$ cat config.mk
export PLATFORM = sky130hd
export DESIGN_NAME = var_state_loader_flat
export DESIGN_NICKNAME = d
export VERILOG_FILES = /design/src/rtl/var_state_loader_if.sv /design/src/rtl/var_state_loader.sv /design/src/flat_wrapper.sv
export SDC_FILE = /design/constraint.sdc
export NUM_CORES = 1
export LEC_CHECK = 0
export CORE_MARGIN = 1
export CORE_UTILIZATION = 48
export CTS_BUF_LIST = sky130_fd_sc_hd__clkbuf_8
export DETAILED_ROUTE_END_ITERATION = 8
export MAX_ROUTING_LAYER = met4
export PLACE_DENSITY = 0.79
export SETUP_SLACK_MARGIN = 0.3
export SKIP_CTS_REPAIR_TIMING = 1
export SLEW_MARGIN = 40
export SYNTH_ARGS = -nofsm -noshare
export SYNTH_HDL_FRONTEND = slang
export SYNTH_SLANG_ARGS = --single-unit
export TNS_END_PERCENT = 10
$ cat constraint.sdc
create_clock -name clk -period 2.3 [get_ports clk]
set_clock_uncertainty 0.05 [all_clocks]
set_input_delay 0.46 -clock clk [delete_from_list [all_inputs] [get_ports clk]]
set_output_delay 0.46 -clock clk [all_outputs]
set_load 0.02 [all_outputs]
$ cat src/rtl/var_state_loader_if.sv
// Bundle of start/status, engine-state and memory-port signals for var_state_loader.
// master: the loader itself; slave: the surrounding controller, engine and memory.
interface var_state_loader_if #(
    parameter int unsigned NUM_VARS         = 8,
    parameter int unsigned WIDTH_VAR_STATES = 17,
    parameter int unsigned ADDR_WIDTH       = 12
);
    localparam int unsigned CntW = $clog2(NUM_VARS) + 1;

    logic                                 start_load_i;
    logic                                 start_store_i;
    logic [ADDR_WIDTH-1:0]                base_addr_i;
    logic [CntW-1:0]                      num_vars_i;
    logic                                 busy_o;
    logic                                 done_o;
    logic [NUM_VARS-1:0]                  wr_states_o;
    logic [WIDTH_VAR_STATES*NUM_VARS-1:0] vars_states_o;
    logic [WIDTH_VAR_STATES*NUM_VARS-1:0] vars_states_i;
    logic                                 mem_rd_o;
    logic                                 mem_wr_o;
    logic [ADDR_WIDTH-1:0]                mem_addr_o;
    logic [WIDTH_VAR_STATES-1:0]          mem_wdata_o;
    logic [WIDTH_VAR_STATES-1:0]          mem_rdata_i;

    modport master (
        input  start_load_i, start_store_i, base_addr_i, num_vars_i, vars_states_i, mem_rdata_i,
        output busy_o, done_o, wr_states_o, vars_states_o, mem_rd_o, mem_wr_o, mem_addr_o,
               mem_wdata_o
    );

    modport slave (
        output start_load_i, start_store_i, base_addr_i, num_vars_i, vars_states_i, mem_rdata_i,
        input  busy_o, done_o, wr_states_o, vars_states_o, mem_rd_o, mem_wr_o, mem_addr_o,
               mem_wdata_o
    );
endinterface

$ cat src/rtl/var_state_loader.sv
// Moves engine variable states between a global memory and the engine slot registers.
// Optional VAR_STATE_SKIP_UNCHANGED_EN: store skips slots still equal to their last loaded value.
module var_state_loader #(
    parameter int unsigned NUM_VARS         = 8,
    parameter int unsigned WIDTH_VAR_STATES = 17,
    parameter int unsigned ADDR_WIDTH       = 12
) (
    input logic               clk,
    input logic               rst,
    var_state_loader_if.master bus
);
    localparam int unsigned W  = WIDTH_VAR_STATES;
    localparam int unsigned CW = $clog2(NUM_VARS) + 1;
    localparam int unsigned SW = (NUM_VARS > 1) ? $clog2(NUM_VARS) : 1;

    typedef enum logic [2:0] {
        StIdle,
        StLdRd,
        StLdWait,
        StLdWr,
        StStCap,
        StStWr,
        StDone
    } state_e;

    state_e                state_q;
    logic                  busy_q;
    logic                  done_q;
    logic                  mem_rd_q;
    logic                  mem_wr_q;
    logic                  rd_d1_q;
    logic [ADDR_WIDTH-1:0] addr_q;
    logic [W-1:0]          wdata_q;
    logic [NUM_VARS-1:0]   wr_states_q;
    logic [NUM_VARS*W-1:0] ld_buf_q;
    logic [NUM_VARS*W-1:0] st_buf_q;
    logic [CW-1:0]         n_q;
    logic [CW-1:0]         idx_q;
    logic [SW-1:0]         cap_idx_q;

    logic [CW-1:0]         n_req;
    logic [NUM_VARS-1:0]   ld_mask;
    logic [W-1:0]          eng_slot0;
    logic [W-1:0]          st_next;
    logic                  wr_first;
    logic                  wr_next;

    // Slot 0 sits in the most significant slice of the packed state vectors.
    function automatic logic [W-1:0] slot_of(input logic [NUM_VARS*W-1:0] v,
                                             input logic [SW-1:0] s);
        return v[(NUM_VARS-1-32'(s))*W +: W];
    endfunction

    assign n_req     = (bus.num_vars_i > CW'(NUM_VARS)) ? CW'(NUM_VARS) : bus.num_vars_i;
    assign eng_slot0 = slot_of(bus.vars_states_i, '0);
    assign st_next   = slot_of(st_buf_q, SW'(idx_q));

    always_comb begin
        ld_mask = '0;
        for (int unsigned s = 0; s < NUM_VARS; s++) begin
            if (s < 32'(n_q)) begin
                ld_mask[NUM_VARS-1-s] = 1'b1;
            end
        end
    end

`ifdef VAR_STATE_SKIP_UNCHANGED_EN
    logic [NUM_VARS*W-1:0] snap_q;
    logic [NUM_VARS-1:0]   snap_vld_q;

    // Address and cycle timing are kept; only the write strobe is dropped.
    assign wr_first = !(snap_vld_q[0] && (slot_of(snap_q, '0) == eng_slot0));
    assign wr_next  = !(snap_vld_q[SW'(idx_q)] && (slot_of(snap_q, SW'(idx_q)) == st_next));
`else
    assign wr_first = 1'b1;
    assign wr_next  = 1'b1;
`endif

    always_ff @(posedge clk) begin
        if (rst) begin
            state_q     <= StIdle;
            busy_q      <= 1'b0;
            done_q      <= 1'b0;
            mem_rd_q    <= 1'b0;
            mem_wr_q    <= 1'b0;
            rd_d1_q     <= 1'b0;
            addr_q      <= '0;
            wdata_q     <= '0;
            wr_states_q <= '0;
            ld_buf_q    <= '0;
            st_buf_q    <= '0;
            n_q         <= '0;
            idx_q       <= '0;
            cap_idx_q   <= '0;
`ifdef VAR_STATE_SKIP_UNCHANGED_EN
            snap_q      <= '0;
            snap_vld_q  <= '0;
`endif
        end else begin
            done_q      <= 1'b0;
            wr_states_q <= '0;
            // Read data returns one cycle after each strobe, in issue order.
            rd_d1_q     <= mem_rd_q;
            if (rd_d1_q) begin
                ld_buf_q[(NUM_VARS-1-32'(cap_idx_q))*W +: W] <= bus.mem_rdata_i;
                cap_idx_q <= cap_idx_q + SW'(1);
`ifdef VAR_STATE_SKIP_UNCHANGED_EN
                snap_q[(NUM_VARS-1-32'(cap_idx_q))*W +: W] <= bus.mem_rdata_i;
                snap_vld_q[cap_idx_q] <= 1'b1;
`endif
            end

            unique case (state_q)
                StIdle: begin
                    if (bus.start_load_i || bus.start_store_i) begin
                        busy_q <= 1'b1;
                        n_q    <= n_req;
                        addr_q <= bus.base_addr_i;
                        idx_q  <= CW'(1);
                        if (n_req == '0) begin
                            state_q <= StDone;
                            done_q  <= 1'b1;
`ifdef VAR_STATE_SKIP_UNCHANGED_EN
                            if (bus.start_load_i) begin
                                snap_vld_q <= '0;
                            end
`endif
                        end else if (bus.start_load_i) begin
                            state_q   <= StLdRd;
                            mem_rd_q  <= 1'b1;
                            cap_idx_q <= '0;
                        end else begin
                            state_q <= StStCap;
                        end
                    end
                end
                StLdRd: begin
                    if (idx_q == n_q) begin
                        mem_rd_q <= 1'b0;
                        state_q  <= StLdWait;
                    end else begin
                        addr_q <= addr_q + ADDR_WIDTH'(1);
                        idx_q  <= idx_q + CW'(1);
                    end
                end
                StLdWait: begin
                    // Last read word lands in the buffer on this edge.
                    state_q     <= StLdWr;
                    wr_states_q <= ld_mask;
                    done_q      <= 1'b1;
                end
                StLdWr: begin
                    state_q <= StIdle;
                    busy_q  <= 1'b0;
                end
                StStCap: begin
                    st_buf_q <= bus.vars_states_i;
                    wdata_q  <= eng_slot0;
                    mem_wr_q <= wr_first;
                    idx_q    <= CW'(1);
                    state_q  <= StStWr;
                end
                StStWr: begin
                    if (idx_q == n_q) begin
                        mem_wr_q <= 1'b0;
                        done_q   <= 1'b1;
                        state_q  <= StDone;
                    end else begin
                        wdata_q  <= st_next;
                        mem_wr_q <= wr_next;
                        addr_q   <= addr_q + ADDR_WIDTH'(1);
                        idx_q    <= idx_q + CW'(1);
                    end
                end
                StDone: begin
                    state_q <= StIdle;
                    busy_q  <= 1'b0;
                end
                default: state_q <= StIdle;
            endcase
        end
    end

    assign bus.busy_o        = busy_q;
    assign bus.done_o        = done_q;
    assign bus.wr_states_o   = wr_states_q;
    assign bus.vars_states_o = ld_buf_q;
    assign bus.mem_rd_o      = mem_rd_q;
    assign bus.mem_wr_o      = mem_wr_q;
    assign bus.mem_addr_o    = addr_q;
    assign bus.mem_wdata_o   = wdata_q;
endmodule

$ cat src/flat_wrapper.sv
// flat-port wrapper written by rule: the top's interface ports become plain ports
module var_state_loader_flat 
#(
    parameter int unsigned NUM_VARS         = 8,
    parameter int unsigned WIDTH_VAR_STATES = 17,
    parameter int unsigned ADDR_WIDTH       = 12
)
  (clk, rst, bus_start_load_i, bus_start_store_i, bus_base_addr_i, bus_num_vars_i, bus_vars_states_i, bus_mem_rdata_i, bus_busy_o, bus_done_o, bus_wr_states_o, bus_vars_states_o, bus_mem_rd_o, bus_mem_wr_o, bus_mem_addr_o, bus_mem_wdata_o);
  var_state_loader_if #(.NUM_VARS(NUM_VARS), .WIDTH_VAR_STATES(WIDTH_VAR_STATES), .ADDR_WIDTH(ADDR_WIDTH)) bus_i ();
  input logic clk;
  input logic rst;
  input wire logic [$bits(bus_i.start_load_i)-1:0] bus_start_load_i;
  input wire logic [$bits(bus_i.start_store_i)-1:0] bus_start_store_i;
  input wire logic [$bits(bus_i.base_addr_i)-1:0] bus_base_addr_i;
  input wire logic [$bits(bus_i.num_vars_i)-1:0] bus_num_vars_i;
  input wire logic [$bits(bus_i.vars_states_i)-1:0] bus_vars_states_i;
  input wire logic [$bits(bus_i.mem_rdata_i)-1:0] bus_mem_rdata_i;
  output wire logic [$bits(bus_i.busy_o)-1:0] bus_busy_o;
  output wire logic [$bits(bus_i.done_o)-1:0] bus_done_o;
  output wire logic [$bits(bus_i.wr_states_o)-1:0] bus_wr_states_o;
  output wire logic [$bits(bus_i.vars_states_o)-1:0] bus_vars_states_o;
  output wire logic [$bits(bus_i.mem_rd_o)-1:0] bus_mem_rd_o;
  output wire logic [$bits(bus_i.mem_wr_o)-1:0] bus_mem_wr_o;
  output wire logic [$bits(bus_i.mem_addr_o)-1:0] bus_mem_addr_o;
  output wire logic [$bits(bus_i.mem_wdata_o)-1:0] bus_mem_wdata_o;
  assign bus_i.start_load_i = bus_start_load_i;
  assign bus_i.start_store_i = bus_start_store_i;
  assign bus_i.base_addr_i = bus_base_addr_i;
  assign bus_i.num_vars_i = bus_num_vars_i;
  assign bus_i.vars_states_i = bus_vars_states_i;
  assign bus_i.mem_rdata_i = bus_mem_rdata_i;
  assign bus_busy_o = bus_i.busy_o;
  assign bus_done_o = bus_i.done_o;
  assign bus_wr_states_o = bus_i.wr_states_o;
  assign bus_vars_states_o = bus_i.vars_states_o;
  assign bus_mem_rd_o = bus_i.mem_rd_o;
  assign bus_mem_wr_o = bus_i.mem_wr_o;
  assign bus_mem_addr_o = bus_i.mem_addr_o;
  assign bus_mem_wdata_o = bus_i.mem_wdata_o;
  var_state_loader #(.NUM_VARS(NUM_VARS), .WIDTH_VAR_STATES(WIDTH_VAR_STATES), .ADDR_WIDTH(ADDR_WIDTH)) u_core (.clk(clk), .rst(rst), .bus(bus_i));
endmodule
# After elaboration in Yosys (flattened, before gate mapping)
# Cells that the tools add are included.
# classes
bitwise	1
n_addsub	6
n_lt_le_gt_ge	9
reduce_logical	18
n_mux	42
shift	3
n_eq_ne	14
multipliers	2
# op_table
cell	count
$bwmux 136	1
$shift 17x34->136 const A	1
$shiftx 136x33->17	1
$shiftx 17x34->136	1
$mul 32x5->32 const B	2
$neg 32->34	1
$pmux 17 s2	1
$mux 3	10
$mux 12	2
$pmux 12 s2	1
$mux 1	17
$mux 17	1
$lt 3x4->1 const A	4
$pmux 3 s5	1
$add 12x1->12 const B	1
$mux 4	3
$pmux 4 s3	1
$eq 3x3->1 const B	3
$reduce_and 3->1	3
$lt 1x4->1 const A	2
$lt 2x4->1 const A	2
$ne 2x2->1 const B	4
$reduce_bool 2->1	4
$sub 3x3->4 const A	2
other kinds (17)	26
# word_totals
regBits	328
output_inout_bits	177
input_bits	173
word_cells	109

# Logic depth before layout (Yosys ltp)
# depth
word_depth	6
mapped_depth	11
depth_no_buf	9

# Worst setup path after synthesis
# No wires, ideal clock.
# synth_path
kind	register -> register
start	register u_core.cap_idx_q[2]
end	register u_core.ld_buf_q[76], in the netlist u_core.bus.vars_states_o[76]
setup_ns	0.086
stages_incl_launch_ff	12
required_time_ns	2.164
path_slack_ns	-0.166
arrival_time_ns	2.330
synth_period_minus_slack_ns	2.466
path_cell_list	dfxtp_1 > buf_4 > buf_6 > nand3_2 > buf_1 > ha_1 > nor2b_1 > nand3_2 > nor2_2 > buf_2 > nor2_1 > a211oi_1
# synth_between
elab_chain_cells	5
word_cells_on_any_way	6
# synth_lines
item	line_no	text
from (decl)	var_state_loader.sv:39	logic [SW-1:0] cap_idx_q;
from (signal assigned)	var_state_loader.sv:106	cap_idx_q <= cap_idx_q + SW'(1);
$sub 3x3->4 (*)	var_state_loader.sv:105	ld_buf_q[(NUM_VARS-1-32'(cap_idx_q))*W +: W] <= bus.mem_rdata_i;
$mul 32x5->32 (*)	var_state_loader.sv:105	
$neg 32->34 (*)	var_state_loader.sv:105	
$shiftx 17x34->136 / $shift 17x34->136 (equally long branches)	var_state_loader.sv:105	
$bwmux 136 (*)	var_state_loader.sv:105	
to (signal, indexed assignment)	var_state_loader.sv:105	
to (decl)	var_state_loader.sv:35	logic [NUM_VARS*W-1:0] ld_buf_q;
# Every way passes the cells marked *; elsewhere a longest branch is shown, timed or not.
# A chain may end at the register's enable or synchronous reset.

# Worst setup path after layout
# layout_path
start	register u_core.cap_idx_q[0]
end	register u_core.ld_buf_q[8], in the netlist u_core.bus.vars_states_o[8]
# Same word-level chain as after synthesis.

==> reports/qor.txt <==
power density over cell area: 649 mW/mm²
critical path required time: 2.74 ns
Critical-path top delay cell: or3_4
first-pass GRT wire length: 90.2 mm
Slew headroom: 52.2%
largest net degree at the start of global routing: 136
clock root cell: clkbuf_8
P_int: 10600 µW
Area Growth Syn to Fin: 50.1%
critical path's most frequent cell: ha_4
leakage: 0.0116 µW
max cap viols: 0
drt via density: 5.87
part of the power in registers: 41.1%
Synth Cell Area: 0.0159 mm²
clock buffers created by TritonCTS: 52
CTS tree: done
Yosys Warn Count: 0
Yosys reg bits: 328
Mapped Cells: 1871
DRT iter0 DRCs: 1360
EDFF count, synth: 0
syn nets: 2052
power share of the clock group: 34.0%
share of cells above drive strength 1: 23.7%
routability cong.: 0.996
critical path's top delay family: simple AND/OR/NAND/NOR gates
Compound-Gate Fraction of Synth Area: 21.8%
net count reported at finish: 2559
register area share after synthesis: 41.3%
HPWL Detailed: 46.2 mm
final setup vio count: 25
DRC viols: 0
clock sinks: 328
final setup TNS: -0.479 ns
fin. max-slew vios: 0
# IOs: 350
Max clock buf depth: 3
fillers: 2396
initial antenna violation count: 2
Die X: 184 µm
Net Sw Frac: 31.7%
largest family of logic cells by synthesized area: compound AO/OA/AOI/OAI gates
post-synth top area share: 41.3%
drt total wl: 63.4 mm
Psw: 4920 µW
CP Data Arrival Time: 2.80 ns
asr flop ratio synth: 0%
Initial Util: 48.9%
RSZ-0062 raised after global routing: true
Adder-Cell Fraction of Synth Area: 0.629%
synth top area cells: dfxtp_1 41%, nand2_1 8.9%, a21oi_1 7.0%, mux4_2 6.2%, nor2_1 3.8%
Routed wire per std cell: 22.2 µm
hold crit path type: input port to flip-flop
met2 WL: 30.3 mm
core area: 0.0325 mm²
post-route met1 wirelength: 24.7 mm
worst-margin pin slew: 0.712 ns
Post-Synth Simple-Gate Area: 20.5%
Crit Path Max Fanout: 13
critical path class: flip-flop to flip-flop
maximum VDD drop: 0.000478 V
post-synth cell types: 102
critical-path cell list: ha_4, ha_4, inv_4, ha_4, nand4b_1, or3_4, and3_4, a32oi_1, o21ai_1
Final ANT Viol Nets: 0
CP startpoint kind: flip-flop
GRT Residual Overflow: 0
multiplexer share of the synthesized area: 10.2%
Worst-Skew Late Latency: 0.61 ns
H-tree depth: 2
min Tclk post-route: 2.35 ns
Design Area, Final: 0.0239 mm²
top layer in use: met4
fmax: 425 MHz
XOR/XNOR Fraction of Synth Area: 0.551%
Final period util: 102%
placed instance area: 0.0212 mm²
Worst Setup End Kind: flip-flop
Die Ht: 184 µm
gr usage total: 36.0%
Synth area leader: dfxtp_1
die area: 0.0339 mm²
drt pass-1 iters: 5
CP peak stage delay: 0.47 ns
vias in the first global route: 15600
fin worst setup slack: -0.0519 ns
clk slew on worst S/H paths: 0.07 ns
Comb power frac: 25.0%
via count: 16800
count of final hold-check violations: 0
# rows: 66
Buffers on Ports: 349
syn avg cell area: 8.50 µm²
failing checks: setup timing
top_reg_cell synth: dfxtp_1
WL met3: 4.87 mm
status: complete, but fails checks
WP buf/inv: 1
## power by group through the flow
stage	sequential, µW	combinational (µW)	clock (µW)
3_3_place_gp	6450	3580	0
5_1_grt	6400	4120	5570
3_5_place_dp	6470	3630	0
2_1_floorplan	6540	1910	0
6_report	6360	3860	5260
4_1_cts	6350	3650	5300
## final timing paths
check	endpoint	cells past startpoint	slack, ns	from
worst min-delay path	u_core.bus.vars_states_o[135]	2	0.13	rst
worst max register to register	u_core.bus.vars_states_o[8]	9	-0.05	u_core.cap_idx_q[0]
worst min register to register	u_core.st_buf_q[7]	2	0.40	u_core.st_buf_q[7]
worst max-delay path	u_core.bus.vars_states_o[8]	9	-0.05	u_core.cap_idx_q[0]
## logic make-up (layout without fill, tap and decap cells)
kind of cell | after synthesis | after routing
compound gates | 526 | 526
xor+xnor | 7 | 7
fa+ha+maj | 8 | 8
buf+inv | 165 | 714
flops | 328 | 328
mux | 105 | 105
other cells | 0 | 2
simple gates | 732 | 732
## layer usage
| metal | GRT usage, % | vias up |
|---|---|---|
| met5 | - | - |
| met4 | 18.6 | 0 |
| met3 | 6.30 | 183 |
| met2 | 58.4 | 895 |
| met1 | 42.7 | 7987 |
| li1 | - | 7737 |
## cells in the final DEF (no fill, tap or decap), types with 16 or more instances in the layout
master and count:
a211oi_1 35, a211oi_2 28, a21oi_1 215, a31oi_1 20
buf_12 20, buf_4 196, buf_6 27, clkbuf_8 70
clkdlybuf4s50_1 173, dfxtp_1 323, dlymetal6s2s_1 175, inv_1 24
mux2i_1 44, mux4_2 44, nand2_1 373, nand3_1 23
nor2_1 143, nor2_2 17, nor2b_1 20, nor3_1 46
o211ai_1 24, o21ai_0 41, o21ai_1 16
## final cells by class
type	instances	area, µm²	share of cell area [%]
multi-input cells	1378	9280	38.9
flip-flops and latches	328	6580	27.6
repair buffers	599	6260	26.2
clock buffers	69	950	3.98
well taps	442	553	2.32
clock inverters	27	168	0.702
inverters	19	83.8	0.351
diodes	2	5.00	0.0210
## synthesized netlist by cell type, drive strengths merged, types with 4 or more instances
cell and number:
nand2 383, dfxtp 328, a21oi 228, nor2 167
buf 78, clkbuf 68, a211oi 65, o21ai 64
nor3 53, mux2i 48, mux4 44, o211ai 26
nand3 25, nor2b 25, a31oi 22, inv 18
a311oi 13, mux2 13, and3 11, nor4 10
nand2b 9, or3 9, a21o 8, a31o 8
a32oi 8, ha 8, nand4 8, a21boi 7
o41ai 7, a2bb2oi 6, and2 6, nand3b 6
o22ai 6, o31ai 6, xnor2 6, a221oi 5
a211o 4, a22o 4, o21a 4, o32ai 4
or2 4, or4 4
## state kept, by name, indices dropped and copies added (netlist names)
register	flops
u_core.bus.busy_o	1
u_core.bus.done_o	1
u_core.bus.mem_addr_o	12
u_core.bus.mem_rd_o	1
u_core.bus.mem_wdata_o	17
u_core.bus.mem_wr_o	1
u_core.bus.vars_states_o	136
u_core.bus.wr_states_o	8
u_core.cap_idx_q	3
u_core.idx_q	4
u_core.n_q	4
u_core.rd_d1_q	1
u_core.st_buf_q	136
u_core.state_q	3
## stage by stage
stage | std cells | total power, µW | hold slack (ns) | util, % | worst slack, ns
after detailed placement | 2735 | 10100 | 0.394 | 65.1 | -0.247
after global placement | 2735 | 10000 | 0.389 | 65.1 | -0.222
after floorplan | 1871 | 8450 | 0.382 | - | 0.0996
final | 2864 | 15500 | 0.131 | 73.4 | -0.0519
after CTS | 2831 | 15300 | 0.100 | 68.5 | -0.244
after global routing | 2864 | 16100 | 0.125 | 73.4 | -0.102
Power figures use the tool's default switching activity.
